===== src/rtl/syn_gpu_pkg.sv =====
// syn_gpu_pkg: shared GPU job types, scheduler FSM encoding and default parameters.
package syn_gpu_pkg;
  typedef struct packed {
    logic [15:0] x0;
    logic [15:0] y0;
    logic [15:0] x1;
    logic [15:0] y1;
    logic [7:0]  color;
  } gpu_draw_job_t;
  typedef enum logic [1:0] {IDLE, ISSUE, WAIT_DONE} sched_fsm_t;
  localparam int unsigned DEF_FIFO_DEPTH = 8;
  localparam int unsigned DEF_CNT_W      = 16;
  localparam int unsigned DEF_TMO_W      = 16;
endpackage


===== src/rtl/syn_gpu_job_fifo.sv =====
// syn_gpu_job_fifo: register-array FIFO with wrap-bit pointers, flush, full/empty and count.
module syn_gpu_job_fifo #(
  parameter int unsigned DEPTH = 8,
  parameter int unsigned W     = 8
) (
  input  logic                     clk,
  input  logic                     rst,
  input  logic                     push,
  input  logic                     pop,
  input  logic                     flush,
  input  logic [W-1:0]             din,
  output logic [W-1:0]             dout,
  output logic                     full,
  output logic                     empty,
  output logic [$clog2(DEPTH):0]   cnt
);
  localparam int unsigned AW = $clog2(DEPTH);
  logic [W-1:0] mem [DEPTH];
  logic [AW:0]  wp, rp;
  logic         wr, rd;
  assign cnt   = wp - rp;
  assign full  = cnt == (AW+1)'(DEPTH);
  assign empty = wp == rp;
  assign wr    = push & ~full & ~flush;
  assign rd    = pop & ~empty & ~flush;
  assign dout  = mem[rp[AW-1:0]];
  always_ff @(posedge clk) begin
    if (rst || flush) begin
      wp <= '0;
      rp <= '0;
    end else begin
      if (wr) wp <= wp + 1'b1;
      if (rd) rp <= rp + 1'b1;
    end
  end
  always_ff @(posedge clk) begin
    if (wr) mem[wp[AW-1:0]] <= din;
  end
endmodule


===== src/rtl/syn_gpu_job_sched.sv =====
// syn_gpu_job_sched: queues draw jobs and dispatches them one at a time to the euclid engine.
// Optional watchdog enabled by defining SYN_GPU_JOB_SCHED_TIMEOUT_EN.
module syn_gpu_job_sched
  import syn_gpu_pkg::*;
#(
  parameter int unsigned P_FIFO_DEPTH = DEF_FIFO_DEPTH,
  parameter int unsigned P_CNT_W      = DEF_CNT_W,
  parameter int unsigned P_TMO_W      = DEF_TMO_W
) (
  input  logic                            clk_ir,
  input  logic                            rst_ih,
  input  logic                            job_push_i,
  input  gpu_draw_job_t                   job_data_i,
  output logic                            job_full_o,
  output logic [$clog2(P_FIFO_DEPTH):0]   job_cnt_o,
  output logic                            job_ovrflw_o,
  input  logic                            flush_i,
  output logic                            euclid_job_start_o,
  output gpu_draw_job_t                   euclid_job_data_o,
  input  logic                            euclid_busy_i,
  input  logic                            euclid_job_done_i,
  output logic                            sched_busy_o,
  output logic [P_CNT_W-1:0]              jobs_done_o,
  output logic                            tmo_err_o
);
  sched_fsm_t    state, nxt;
  gpu_draw_job_t head;
  logic          empty, pop, tmo_hit, done_ok;

  syn_gpu_job_fifo #(.DEPTH(P_FIFO_DEPTH), .W($bits(gpu_draw_job_t))) u_fifo (
    .clk(clk_ir), .rst(rst_ih), .push(job_push_i), .pop(pop), .flush(flush_i),
    .din(job_data_i), .dout(head), .full(job_full_o), .empty(empty), .cnt(job_cnt_o)
  );

  assign pop          = state == IDLE && !empty && !euclid_busy_i && !flush_i;
  assign done_ok      = state == WAIT_DONE && euclid_job_done_i;
  assign sched_busy_o = state != IDLE || job_cnt_o != '0;

  always_ff @(posedge clk_ir) begin
    state <= rst_ih ? IDLE : nxt;
  end

  always_comb begin
    nxt = state;
    nxt = state == IDLE  ? (pop ? ISSUE : IDLE) :
          state == ISSUE ? WAIT_DONE :
          (done_ok || tmo_hit) ? IDLE : WAIT_DONE;
  end

  always_ff @(posedge clk_ir) begin
    if (rst_ih) begin
      euclid_job_start_o <= 1'b0;
      euclid_job_data_o  <= '0;
      jobs_done_o        <= '0;
      job_ovrflw_o       <= 1'b0;
    end else begin
      euclid_job_start_o <= pop;
      if (pop) euclid_job_data_o <= head;
      if (done_ok) jobs_done_o <= jobs_done_o + 1'b1;
      job_ovrflw_o <= !flush_i && (job_ovrflw_o || (job_push_i && job_full_o));
    end
  end

`ifdef SYN_GPU_JOB_SCHED_TIMEOUT_EN
  logic [P_TMO_W-1:0] tmo_cnt, tmo_inc;
  assign tmo_inc = tmo_cnt + 1'b1;
  // Fires as the counter steps onto all-ones, so the engine gets 2^P_TMO_W-1 cycles.
  assign tmo_hit = state == WAIT_DONE && !euclid_job_done_i && &tmo_inc;
  always_ff @(posedge clk_ir) begin
    tmo_cnt   <= (rst_ih || state != WAIT_DONE) ? '0 : tmo_inc;
    tmo_err_o <= !rst_ih && !flush_i && (tmo_err_o || tmo_hit);
  end
`else
  assign tmo_hit   = 1'b0;
  assign tmo_err_o = 1'b0;
`endif
endmodule


===== config.mk =====
export PLATFORM = sky130hd
export DESIGN_NAME = syn_gpu_job_sched
export DESIGN_NICKNAME = d
export VERILOG_FILES = /design/src/rtl/syn_gpu_pkg.sv /design/src/rtl/syn_gpu_job_fifo.sv /design/src/rtl/syn_gpu_job_sched.sv
export SDC_FILE = /design/constraint.sdc
export NUM_CORES = 1
export LEC_CHECK = 0
export CAP_MARGIN = 20
export CELL_PAD_IN_SITES_DETAIL_PLACEMENT = 1
export CELL_PAD_IN_SITES_GLOBAL_PLACEMENT = 2
export CORE_MARGIN = 1.5
export CORE_UTILIZATION = 45
export DETAILED_ROUTE_END_ITERATION = 10
export GPL_TIMING_DRIVEN = 1
export PLACE_DENSITY_LB_ADDON = 0.08
export SETUP_SLACK_MARGIN = 0.15
export SLEW_MARGIN = 10
export SYNTH_ARGS = -nofsm -noshare
export SYNTH_HDL_FRONTEND = slang
export SYNTH_HIERARCHICAL = 1
export SYNTH_SLANG_ARGS = --single-unit

===== constraint.sdc =====
create_clock -name clk_ir -period 10.7 [get_ports clk_ir]
set_input_delay 1.605 -clock clk_ir [delete_from_list [all_inputs] [get_ports clk_ir]]
set_output_delay 1.605 -clock clk_ir [all_outputs]
set_load 0.1 [all_outputs]

# [After elaboration in Yosys (flattened, before gate mapping)]
# Memory sizes are Yosys's and may differ from the RTL's. A register that Yosys moved wholly into a read port is not among the register bits.
# Index checks and enable logic that the tools add are counted.
[totals] regBits=28 ram_bits=576 in_bits=78 mem_count=1
[op_classes] n_addsub=4 n_eq_ne=4 mux=6 bitwise=7 n_reduce_logical=15
[mem_list] name="u_fifo.mem" depth=8 word_bits=72 read_ports=1 rd_ports_with_merged_regs=1 wr=1 line_no="syn_gpu_job_fifo.sv:18" source="logic [W-1:0] mem [DEPTH];"
[ops] op="adder 16 x 1 -> 16 bit, second input constant" n=1
[ops] op="adder 4 x 1 -> 4 bit, second input constant" n=2
[ops] op="logical AND 1 bit" n=6
[ops] op="two-way mux 2 bit" n=3
[ops] op="AND 1 bit" n=4
[ops] op="== test 4 bit" n=1
[ops] op="== test 4 bit, second input constant" n=1
[ops] op="nonzero test 4 bit" n=1
[ops] op="subtractor 4 bit" n=1
[ops] op="logical NOT 1 bit" n=3
[ops] op="logical OR 1 bit" n=3
[ops] op="two-way mux 1 bit" n=3
[ops] op="NOT 1 bit" n=3
[ops] op="== test 2 x 1 -> 1 bit, second input constant" n=1
[ops] op="== test 2 bit, second input constant" n=1
[ops] op="logical NOT 2 bit" n=1
[ops] op="nonzero test 2 bit" n=1

# [Logic depth before layout (Yosys ltp)]
# Gate-level depths: netlist of run 1.
[logic_depth] depth_word=7 ltp_mapped=11 depth_no_buf=10

# [Hierarchy]
# The synthesis of run 1 kept the hierarchy.
[by_module_without_submodules] mod="syn_gpu_job_fifo" n_inst=1 cells_each=906 area_per_inst_um2=22185.0 seq_area_each_um2=17516.8
[by_module_without_submodules] mod="syn_gpu_job_sched" n_inst=1 cells_each=411 area_per_inst_um2=3425.8 seq_area_each_um2=1841.8

# [Worst setup path before layout of run 1]
# No wires, ideal clock.
[synth_timing] path_type="reg-to-reg" start="reg u_fifo.wp[0]" end="mem u_fifo/mem[4][0] (netlist name) (enable)" setup_ns=0.680 arrival_time_ns=10.055 setup_slack_ns=-0.034 stages_incl_launch_ff=8 synth_period_minus_slack_ns=10.734 cell_sequence="dfxtp_1 inv_1 ha_1 fa_1 xnor2_1 or3_4 o31ai_4 nor4_1"
[synth_via] elab_chain_len=7
[synth_rtl] element="start, declared" line_no="syn_gpu_job_fifo.sv:19" source="logic [AW:0] wp, rp;"
[synth_rtl] element="start signal, assigned" line_no="syn_gpu_job_fifo.sv:32" source="if (wr) wp <= wp + 1'b1;"
[synth_rtl] element="subtractor 4 bit" line_no="syn_gpu_job_fifo.sv:21" source="assign cnt = wp - rp;"
[synth_rtl] element="via job_cnt_o[2]" line_no="syn_gpu_job_sched.sv:15" source="output logic [$clog2(P_FIFO_DEPTH):0] job_cnt_o,"
[synth_rtl] element="== test 4 bit" line_no="syn_gpu_job_fifo.sv:22" source="assign full = cnt == (AW+1)'(DEPTH);"
[synth_rtl] element="NOT 1 bit" line_no="syn_gpu_job_fifo.sv:24" source="assign wr = push & ~full & ~flush;"
[synth_rtl] element="AND 1 bit (2 in series)" line_no="syn_gpu_job_fifo.sv:24"
[synth_rtl] element="two-way mux 1 bit" line_no="syn_gpu_job_fifo.sv:37" source="if (wr) mem[wp[AW-1:0]] <= din;"
[synth_rtl] element="two-way mux 1 bit (not written as such)" line_no="syn_gpu_job_fifo.sv:37"
[synth_rtl] element="end, declared" line_no="syn_gpu_job_fifo.sv:18"
# The timed path passes the listed nets, and every way through them passes these cells.

# [Final worst setup path of run 1]
[layout_timing] start="reg u_fifo.wp[0]" end="out job_full_o"
[layout_via] elab_chain_len=2
[layout_rtl] element="subtractor 4 bit" line_no="syn_gpu_job_fifo.sv:21"
[layout_rtl] element="== test 4 bit" line_no="syn_gpu_job_fifo.sv:22"
[layout_rtl] element="end, declared" line_no="syn_gpu_job_sched.sv:14" source="output logic job_full_o,"
# Every way passes these cells.

==> flow_metrics.env, run 1 <==
export IMPL_status="complete, no violations"
export IMPL_setup_tns_ps=0
export IMPL_ir_drop_uv=106
export IMPL_die_height_um=242
export IMPL_clock_skew_ps=23.8
export IMPL_rsz0062_at_grt="false"
export IMPL_hpwl_mm=29.7
export IMPL_htreeDepth=3
export IMPL_comb_power_share_pct=3.3
export IMPL_p_leak_uw=0.00936
export IMPL_intPower_uw=4430
export IMPL_detail_route_antenna_nets=0
export IMPL_ys_async_sr_fraction_pct=0
export IMPL_holdWs_ps=455
export IMPL_yosys_warnings=6
export IMPL_mostFrequentLayoutCell="edfxtp_1"
export IMPL_clock_sinks=679
export IMPL_route_detailed_drc=0
export IMPL_antenna_found_initial=6
export IMPL_worstSetupPathType="reg -> out"
export IMPL_drt_total_wl_mm=54.9
export IMPL_final_cell_mix="576 x edfxtp_1, 172 x clkdlybuf4s50_1, 153 x nand2_1, 144 x mux4_2, 100 x dfxtp_1"
export IMPL_io_pins=175
export IMPL_holdPathEnd="euclid_job_data_o[51]"
export IMPL_grtUsageMet3_pct=3.71
export IMPL_synth_top_area_cell="edfxtp_1"
export IMPL_postSynthNetCount=1402
export IMPL_io_buffers=173
export IMPL_worst_skew_pair_late_latency_ps=600
export IMPL_crit_path_frequent_cell="inv_1"
export IMPL_switching_share_pct=20.1
export IMPL_synth_seq_cells=679
export IMPL_ctsResizeCount=0
export IMPL_dieArea_sq_um=58400
export IMPL_synth_seq_area_share_pct=75.6
export IMPL_synth_ff_type="edfxtp_1"
export IMPL_rr_endpoint="u_fifo/mem[3][34]"
export IMPL_wire_per_inst_um=23.6
export IMPL_holdPathStages=2
export IMPL_numCtsBuffers=73
export IMPL_finalSetupViolations=0
export IMPL_fmax_ghz=0.184
export IMPL_tightestPinTransition_ps=1050
export IMPL_cts_hold_fix_buffers=0
export IMPL_top_usage_layer="met2"
export IMPL_clockPowerShare_pct=44.4
export IMPL_drtIter0Drc=593
export IMPL_max_cap_violations=0
export IMPL_slew_headroom_pct=29.9
export IMPL_grt_start_max_net_pins=105
export IMPL_seqPwrFrac_pct=52.3
export IMPL_grt_pass1_wl_mm=85.0
export IMPL_synth_area_sq_um=25600
export IMPL_r2r_start="u_fifo/wp[0]"
export IMPL_p_switching_uw=1110
export IMPL_final_nets=1601
export IMPL_period_minus_slack_ps=5420
export IMPL_via_count=12700
export IMPL_grt_use_total_pct=19.3
export IMPL_num_rows=87
export IMPL_grtUsageMet1_pct=26.0
export IMPL_cp_data_arrival_time_ps=3820
export IMPL_synth_edf_count=576
export IMPL_synth_area_top_cells="edfxtp_1 68%, mux4_2 13%, dfxtp_1 8.1%, mux2_2 3.2%, nand2_1 2.2%"
export IMPL_synth_top_cell_area_share_pct=67.5
export IMPL_cts_clk_slew_worst_paths_ps=60
export IMPL_slew_violations=0
export IMPL_hold_viol=0
export IMPL_holdCritStartpoint="euclid_job_data_o[51]"
export IMPL_area_growth_pct=19.0
export IMPL_crit_path_max_fanout=6
export IMPL_use_met2_pct=32.2
export IMPL_avgViaCountPerCell=5.43
export IMPL_first_global_vias=13700
export IMPL_start_util_pct=45.5
export IMPL_post_cts_setup_buffers=0
export IMPL_cts_buffer_depth=3
export IMPL_critPathCaptureType="output pin"
export IMPL_chipWidth_um=242
export IMPL_power_density_nw_per_um2=182
export IMPL_cts_tree="done"
export IMPL_reg2reg_slack_ps=6330
export IMPL_crit_path_cell_trace="inv_1 > ha_1 > fa_1 > inv_1 > or3_4 > nor3_1 > clkdlybuf4s50_1"
export IMPL_slowest_delay_ps=1190
export IMPL_first_pass_iters=6
export IMPL_cp_slowest_cell="clkdlybuf4s50_1"
export IMPL_place_congestion=0.736
export IMPL_coreArea_sq_um=56300
export IMPL_drive_above_1_share_pct=22.6
export IMPL_clockRootBuffer="clkbuf_16"
export IMPL_syn_avg_cell_area_sq_um=19.4
export IMPL_start_kind="flop"
export IMPL_synth_cell_types=48
export IMPL_period_share_pct=50.7
export IMPL_hp_class="reg -> reg"
export IMPL_setup_worst_path_start="u_fifo/wp[0]"
export IMPL_grt_overflow=0
export IMPL_synth_cells=1317
export IMPL_crit_required_ps=9100
export IMPL_rr_worst_depth=9
-- synthesized netlist by cell type, types with 4 or more instances --
master / instances
mux4_2: 144
inv_1: 9
nor2_1: 24
dfxtp_1: 103
nor3_1: 7
buf_6: 14
mux2_2: 72
a21oi_1: 83
or3_1: 8
nand2_1: 153
nand3_1: 4
nand4_1: 5
xor2_1: 6
edfxtp_1: 576
o21ai_0: 6
ha_1: 6
buf_4: 8
xnor2_1: 8
buf_1: 8
buf_2: 10
clkbuf_1: 28
mux2i_1: 4
-- layer usage --
metal	share of wire, %	vias to the layer above
li1	-	5625
met1	44	6733
met2	50	216
met3	4.0	76
met4	1.5	8
met5	0.091	-
-- power by group through the flow --
stage                     sequential (uW)  clock, uW  combinational, uW
after floorplan                      2990          0               63.4
after global placement               2960          0                183
after detailed placement             2960          0                188
after CTS                            2900       2530                188
after global routing                 2900       2620                197
final                                2900       2460                184
-- worst max-delay path: cells and delay by family (launching register included) --
kind,cells,cell delay (ps)
flip-flops,1,500
buffers and inverters,3,1400
adder cells (fa/ha/maj),2,720
AND/OR/NAND/NOR,2,610
-- metrics by stage --
step	utilization (%)	setup slack [ps]	total power (uW)	cells	cell area, sq um
final	54.1	5280	5550	2330	30500
after global routing	54.1	5080	5720	2330	30500
after CTS	54.1	5240	5620	2329	30500
after global placement	49.9	5790	3140	2197	28100
after detailed placement	49.9	5790	3140	2197	28100
after floorplan	-	1630	3060	1317	25600
-- logic make-up (layout without fill, tap and decap cells) --
group           count (synthesis)  count (layout)  share of synthesized area, %
mux                           220             220                          16.0
simple gates                  224             224                          3.87
buf+inv                        78             334                          1.74
compound gates                 94              94                          1.95
flops                         679             679                          75.6
xor+xnor                       14              14                         0.479
other cells                     1               2                        0.0146
fa+ha+maj                       7               7                         0.371
-- worst max-delay path by stage --
| stage | endpoint | cells past startpoint |
|---|---|---|
| 6_report | job_full_o | 7 |
| 3_3_place_gp | u_fifo/rp[3] | 8 |
| 3_5_place_dp | u_fifo/mem[2][29] | 5 |
| 5_1_grt | job_full_o | 7 |
| 2_1_floorplan | u_fifo/mem[0][0] | 8 |
| 4_1_cts | job_full_o | 7 |
-- cell type report --
type	count	area, sq um
inverters	10	42.5
diodes	1	2.50
flip-flops and latches	679	19400
clock inverters	30	274
fillers	5043	25800
multi-input cells	560	5870
clock buffers	102	2080
repair buffers	192	1880
well taps	756	946
-- state kept, by name, indices dropped and copies added (netlist names), named ones only --
name / cells
jobs_done_o: 16
euclid_job_start_o: 1
job_ovrflw_o: 1
u_fifo/rp: 4
u_fifo/mem: 576
state: 2
u_fifo/wp: 4
euclid_job_data_o: 72
Power figures use the tool's default switching activity.
==> inputs of run 2 (changes only) <==
Clock period 10.7 ns to 5.19 ns, I/O delays scaled along.
==> run 2 against run 1 <==
Compared with the run above:
- total power rose by 100%
- global-route usage fell by 0.44 points
- critical path depth fell by 1
- non-clock buffer count rose by 3
- flip-flop and latch count did not move
- core utilization rose by 0.11 points
- sequential share of layout area fell by 0.13 points
- count of clock-buffer cells in the layout did not move
==> flow_metrics.env, run 2 (same netlist as run 1, synthesis figures left out) <==
export IMPL_status="complete, no violations"
export IMPL_clockPowerShare_pct=44.0
export IMPL_hp_class="reg -> reg"
export IMPL_seqPwrFrac_pct=52.7
export IMPL_finalSetupViolations=0
export IMPL_power_density_nw_per_um2=372
export IMPL_p_leak_uw=0.00939
export IMPL_setup_worst_path_start="u_fifo/wp[1]"
export IMPL_mostFrequentLayoutCell="edfxtp_1"
export IMPL_multiInputGateArea_sq_um=5910
export IMPL_cts_tree="done"
export IMPL_crit_required_ps=4410
export IMPL_post_cts_setup_buffers=0
export IMPL_crit_path_max_fanout=8
export IMPL_rsz0062_at_grt="false"
export IMPL_max_cap_violations=0
export IMPL_grt_pass1_wl_mm=83.2
export IMPL_intPower_uw=9090
export IMPL_hpwl_mm=30.1
export IMPL_start_util_pct=45.5
export IMPL_place_inst=2199
export IMPL_numCtsBuffers=71
export IMPL_holdCritStartpoint="euclid_job_data_o[57]"
export IMPL_grt_start_max_net_pins=96
export IMPL_period_minus_slack_ps=4560
export IMPL_tightestPinTransition_ps=1060
export IMPL_final_nets=1602
export IMPL_cp_top_family="buffers and inverters"
export IMPL_num_rows=87
export IMPL_seq_area_sq_um=19400
export IMPL_crit_buf_inv=2
export IMPL_cts_clk_slew_worst_paths_ps=60
export IMPL_slowest_delay_ps=1200
export IMPL_design_area_sq_um=30500
export IMPL_dieArea_sq_um=58400
export IMPL_ctsResizeCount=0
export IMPL_drive_above_1_share_pct=22.8
export IMPL_clockRootBuffer="clkbuf_16"
export IMPL_period_share_pct=87.8
export IMPL_crit_path_cell_trace="inv_1 > fa_2 > xnor2_4 > or3_4 > nor3_1 > clkdlybuf4s50_1"
export IMPL_clock_sinks=679
export IMPL_drt_total_wl_mm=53.7
export IMPL_place_congestion=0.704
export IMPL_cts_hold_fix_buffers=0
export IMPL_first_global_vias=13600
export IMPL_final_cell_mix="576 x edfxtp_1, 172 x clkdlybuf4s50_1, 153 x nand2_1, 144 x mux4_2, 99 x dfxtp_1"
export IMPL_nFillCells=5018
export IMPL_area_growth_pct=19.2
export IMPL_grt_overflow=0
export IMPL_final_cells=2330
export IMPL_start_kind="flop"
export IMPL_cp_slowest_cell="clkdlybuf4s50_1"
export IMPL_worst_skew_pair_late_latency_ps=600
export IMPL_avgViaCountPerCell=5.39
export IMPL_cts_buffer_depth=3
export IMPL_largest_reg_flops=576
export IMPL_coreArea_sq_um=56300
export IMPL_dpl_instance_area_sq_um=28200
export IMPL_setup_tns_ps=0
export IMPL_fmax_ghz=0.219
export IMPL_cp_data_arrival_time_ps=3780
export IMPL_hold_viol=0
export IMPL_slew_violations=0
export IMPL_p_switching_uw=2270
export IMPL_comb_power_share_pct=3.4
export IMPL_io_buffers=173
export IMPL_via_count=12600
export IMPL_switching_share_pct=20.0
export IMPL_htreeDepth=3
export IMPL_ir_drop_uv=239
export IMPL_route_detailed_drc=0
export IMPL_die_height_um=242
export IMPL_critPathCaptureType="output pin"
export IMPL_worstSetupPathType="reg -> out"
export IMPL_clock_skew_ps=20.1
export IMPL_slew_headroom_pct=29.1
export IMPL_r2r_start="u_fifo/wp[1]"
export IMPL_first_pass_iters=4
export IMPL_grt_use_total_pct=18.8
export IMPL_detail_route_antenna_nets=0
export IMPL_io_pins=175
export IMPL_antenna_found_initial=1
export IMPL_wire_per_inst_um=23.1
export IMPL_drtIter0Drc=682
export IMPL_chipWidth_um=242
export IMPL_fin_util_pct=54.2
==> run 2: cell type report <==
type / count / area share [%]
sequential: 679 / 63.5
tap: 756 / 3.10
inverter: 10 / 0.139
multi-input combinational: 560 / 19.3
timing repair buffer: 195 / 6.43
clock buffer: 102 / 6.57
clock inverter: 26 / 0.943
antenna: 2 / 0.0164
==> run 2: per-layer routing <==
layer  vias to the layer above  track usage [%]  wire length (um)
li1                       5612                -                 -
met5                         -                0                 0
met1                      6654             25.4             23800
met3                        73             3.67              1940
met2                       225             31.7             27000
met4                         0             4.38               952
==> run 2: stage by stage <==
| step | hold WS, ps | total power, uW | worst slack, ps |
|---|---|---|---|
| 2_1_floorplan | 456 | 6300 | 179 |
| 3_3_place_gp | 443 | 6470 | 928 |
| 3_5_place_dp | 449 | 6490 | 917 |
| 4_1_cts | 458 | 11500 | 586 |
| 5_1_grt | 472 | 11700 | 511 |
| 6_report | 454 | 11400 | 631 |
==> run 2: tightest hold or removal path: cells and delay by family, from the launching register on <==
| family | cells | cell delay, ps |
|---|---|---|
| flops | 1 | 310 |
| simple gates | 1 | 50 |
| compound gates | 1 | 50 |
==> run 2: power groups by stage <==
stage / Combinational, uW / Clock [uW] / Sequential [uW]
2_1_floorplan: 133 / 0 / 6170
3_3_place_gp: 382 / 0 / 6090
3_5_place_dp: 390 / 0 / 6100
4_1_cts: 391 / 5130 / 5980
5_1_grt: 413 / 5300 / 5980
6_report: 384 / 4990 / 5980
==> run 2: final timing paths <==
check / end / slack (ps) / depth (start not counted)
worst min-delay path: euclid_job_data_o[57] / 450 / 2
worst min register to register: euclid_job_data_o[57] / 450 / 2
worst max register to register: u_fifo/mem[2][56] / 950 / 8
worst max-delay path: job_full_o / 630 / 6
==> inputs of run 3 (changes only) <==
Settings changed: CTS_CLUSTER_DIAMETER set to 120, CTS_CLUSTER_SIZE set to 30.
==> run 3 against run 2 <==
Compared with the run above:
- sequential power hardly changed
- routed wire length is 2.2% lower
- flip-flop and latch count stayed put
- total power is 21% lower
- maximum frequency is 0.55% lower
- global-route usage is 0.76 points lower
- core utilization is 2.7 points lower
- cell count is 3.4% lower
- sequential share of layout area is 3.3 points higher
- die area stayed put
==> flow_metrics.env, run 3 (same netlist as run 1, synthesis figures left out) <==
export IMPL_numCtsBuffers=26
export IMPL_hold_viol=0
export IMPL_htreeDepth=1
export IMPL_grt_use_total_pct=18.1
export IMPL_tightestPinTransition_ps=1050
export IMPL_crit_path_max_fanout=6
export IMPL_crit_cells=7
export IMPL_setup_worst_path_start="u_fifo/wp[0]"
export IMPL_clock_skew_ps=21.5
export IMPL_rr_endpoint="u_fifo/mem[2][57]"
export IMPL_ctsResizeCount=0
export IMPL_crit_buf_inv=2
export IMPL_io_pins=175
export IMPL_status="complete, no violations"
export IMPL_fmax_ghz=0.218
export IMPL_hp_class="reg -> reg"
export IMPL_setup_slack_ps=606
export IMPL_dp_slack_ps=917
export IMPL_drive_above_1_share_pct=19.6
export IMPL_worst_skew_pair_late_latency_ps=610
export IMPL_period_share_pct=88.3
export IMPL_chipWidth_um=242
export IMPL_grt_pass1_wl_mm=81.0
export IMPL_ir_drop_uv=244
export IMPL_final_cell_mix="576 x edfxtp_1, 172 x clkdlybuf4s50_1, 153 x nand2_1, 144 x mux4_2, 99 x dfxtp_1"
export IMPL_power_density_nw_per_um2=308
export IMPL_num_rows=87
export IMPL_cts_buffer_depth=3
export IMPL_cp_slowest_cell="clkdlybuf4s50_1"
export IMPL_place_congestion=0.704
export IMPL_area_growth_pct=13.3
export IMPL_cts_hold_fix_buffers=0
export IMPL_rr_worst_depth=9
export IMPL_via_count=12300
export IMPL_p_leak_uw=0.00864
export IMPL_cp_data_arrival_time_ps=3810
export IMPL_r2r_start="u_fifo/wp[0]"
export IMPL_holdCritStartpoint="euclid_job_data_o[57]"
export IMPL_wire_per_inst_um=23.3
export IMPL_crit_required_ps=4410
export IMPL_setup_tns_ps=0
export IMPL_max_cap_violations=0
export IMPL_drtIter0Drc=707
export IMPL_final_nets=1557
export IMPL_slowest_delay_ps=1200
export IMPL_period_minus_slack_ps=4580
export IMPL_post_cts_setup_buffers=0
export IMPL_first_global_vias=13100
export IMPL_die_height_um=242
export IMPL_cp_top_family="buffers and inverters"
export IMPL_place_inst=2199
export IMPL_start_kind="flop"
export IMPL_mostFrequentLayoutCell="edfxtp_1"
export IMPL_largest_reg_flops=576
export IMPL_rsz0062_at_grt="false"
export IMPL_clock_sinks=679
export IMPL_first_pass_iters=4
export IMPL_cts_clk_slew_worst_paths_ps=120
export IMPL_route_detailed_drc=0
export IMPL_hpwl_mm=30.1
export IMPL_start_util_pct=45.5
export IMPL_endpoint="job_full_o"
export IMPL_io_buffers=173
export IMPL_dieArea_sq_um=58400
export IMPL_crit_path_cell_trace="inv_1 > ha_1 > fa_2 > xnor2_4 > or3_4 > nor3_1 > clkdlybuf4s50_1"
export IMPL_grt_overflow=0
export IMPL_power_uw=8950
export IMPL_coreArea_sq_um=56300
export IMPL_antenna_found_initial=3
export IMPL_final_cells=2251
export IMPL_reg2reg_slack_ps=940
export IMPL_slew_headroom_pct=29.6
export IMPL_grt_start_max_net_pins=96
export IMPL_cts_tree="done"
export IMPL_holdPathStages=2
export IMPL_avgViaCountPerCell=5.47
export IMPL_slew_violations=0
export IMPL_critPathCaptureType="output pin"
export IMPL_detail_route_antenna_nets=0
export IMPL_clockRootBuffer="clkbuf_16"
export IMPL_worstSetupPathType="reg -> out"
export IMPL_drt_total_wl_mm=52.5
export IMPL_finalSetupViolations=0
==> run 3: power breakdown <==
group / leakage (uW) / internal (uW) / switching, uW
Sequential: 0.00604 / 5950 / 15.7
Clock: 0.000373 / 1030 / 1560
Combinational: 0.00223 / 134 / 250
==> run 3: area by class of cell <==
type                       count  area [sq um]
clock inverter                 3          52.6
inverter                      10          42.5
tap                          756           946
fill                        5093         27300
antenna                        4          10.0
multi-input combinational    560          5910
clock buffer                  44           728
timing repair buffer         195          1960
sequential                   679         19400
==> run 3: worst register-to-register path: stages (launching register included) <==
cell,delay (ps)
dfxtp_2,440
inv_1,120
ha_1,240
fa_2,390
xnor2_4,190
or3_4,160
o31ai_4,130
or3_1,550
nor2_4,880
buf_4,760
==> run 3: worst min-delay path by stage <==
stage / endpoint / slack (ps)
after floorplan: state[1] / 460
after global placement: euclid_job_data_o[9] / 440
after detailed placement: euclid_job_data_o[40] / 450
after CTS: euclid_job_data_o[57] / 470
after global routing: euclid_job_data_o[64] / 480
final: euclid_job_data_o[57] / 460
==> run 3: per-stage QoR <==
stage                     utilization [%]  instance area (sq um)  hold WS, ps
after detailed placement             50.1                  28200          449
after global routing                 51.5                  29000          481
after CTS                            51.5                  29000          465
after floorplan                         -                  25700          456
after global placement               50.1                  28200          443
final                                51.6                  29000          460
==> run 3: per-layer routing <==
metal,global-route usage [%],part of all wire [%]
met1,25.2,45
met2,31.1,51
met3,2.48,3.4
met4,2.44,1.2
met5,0,0.030
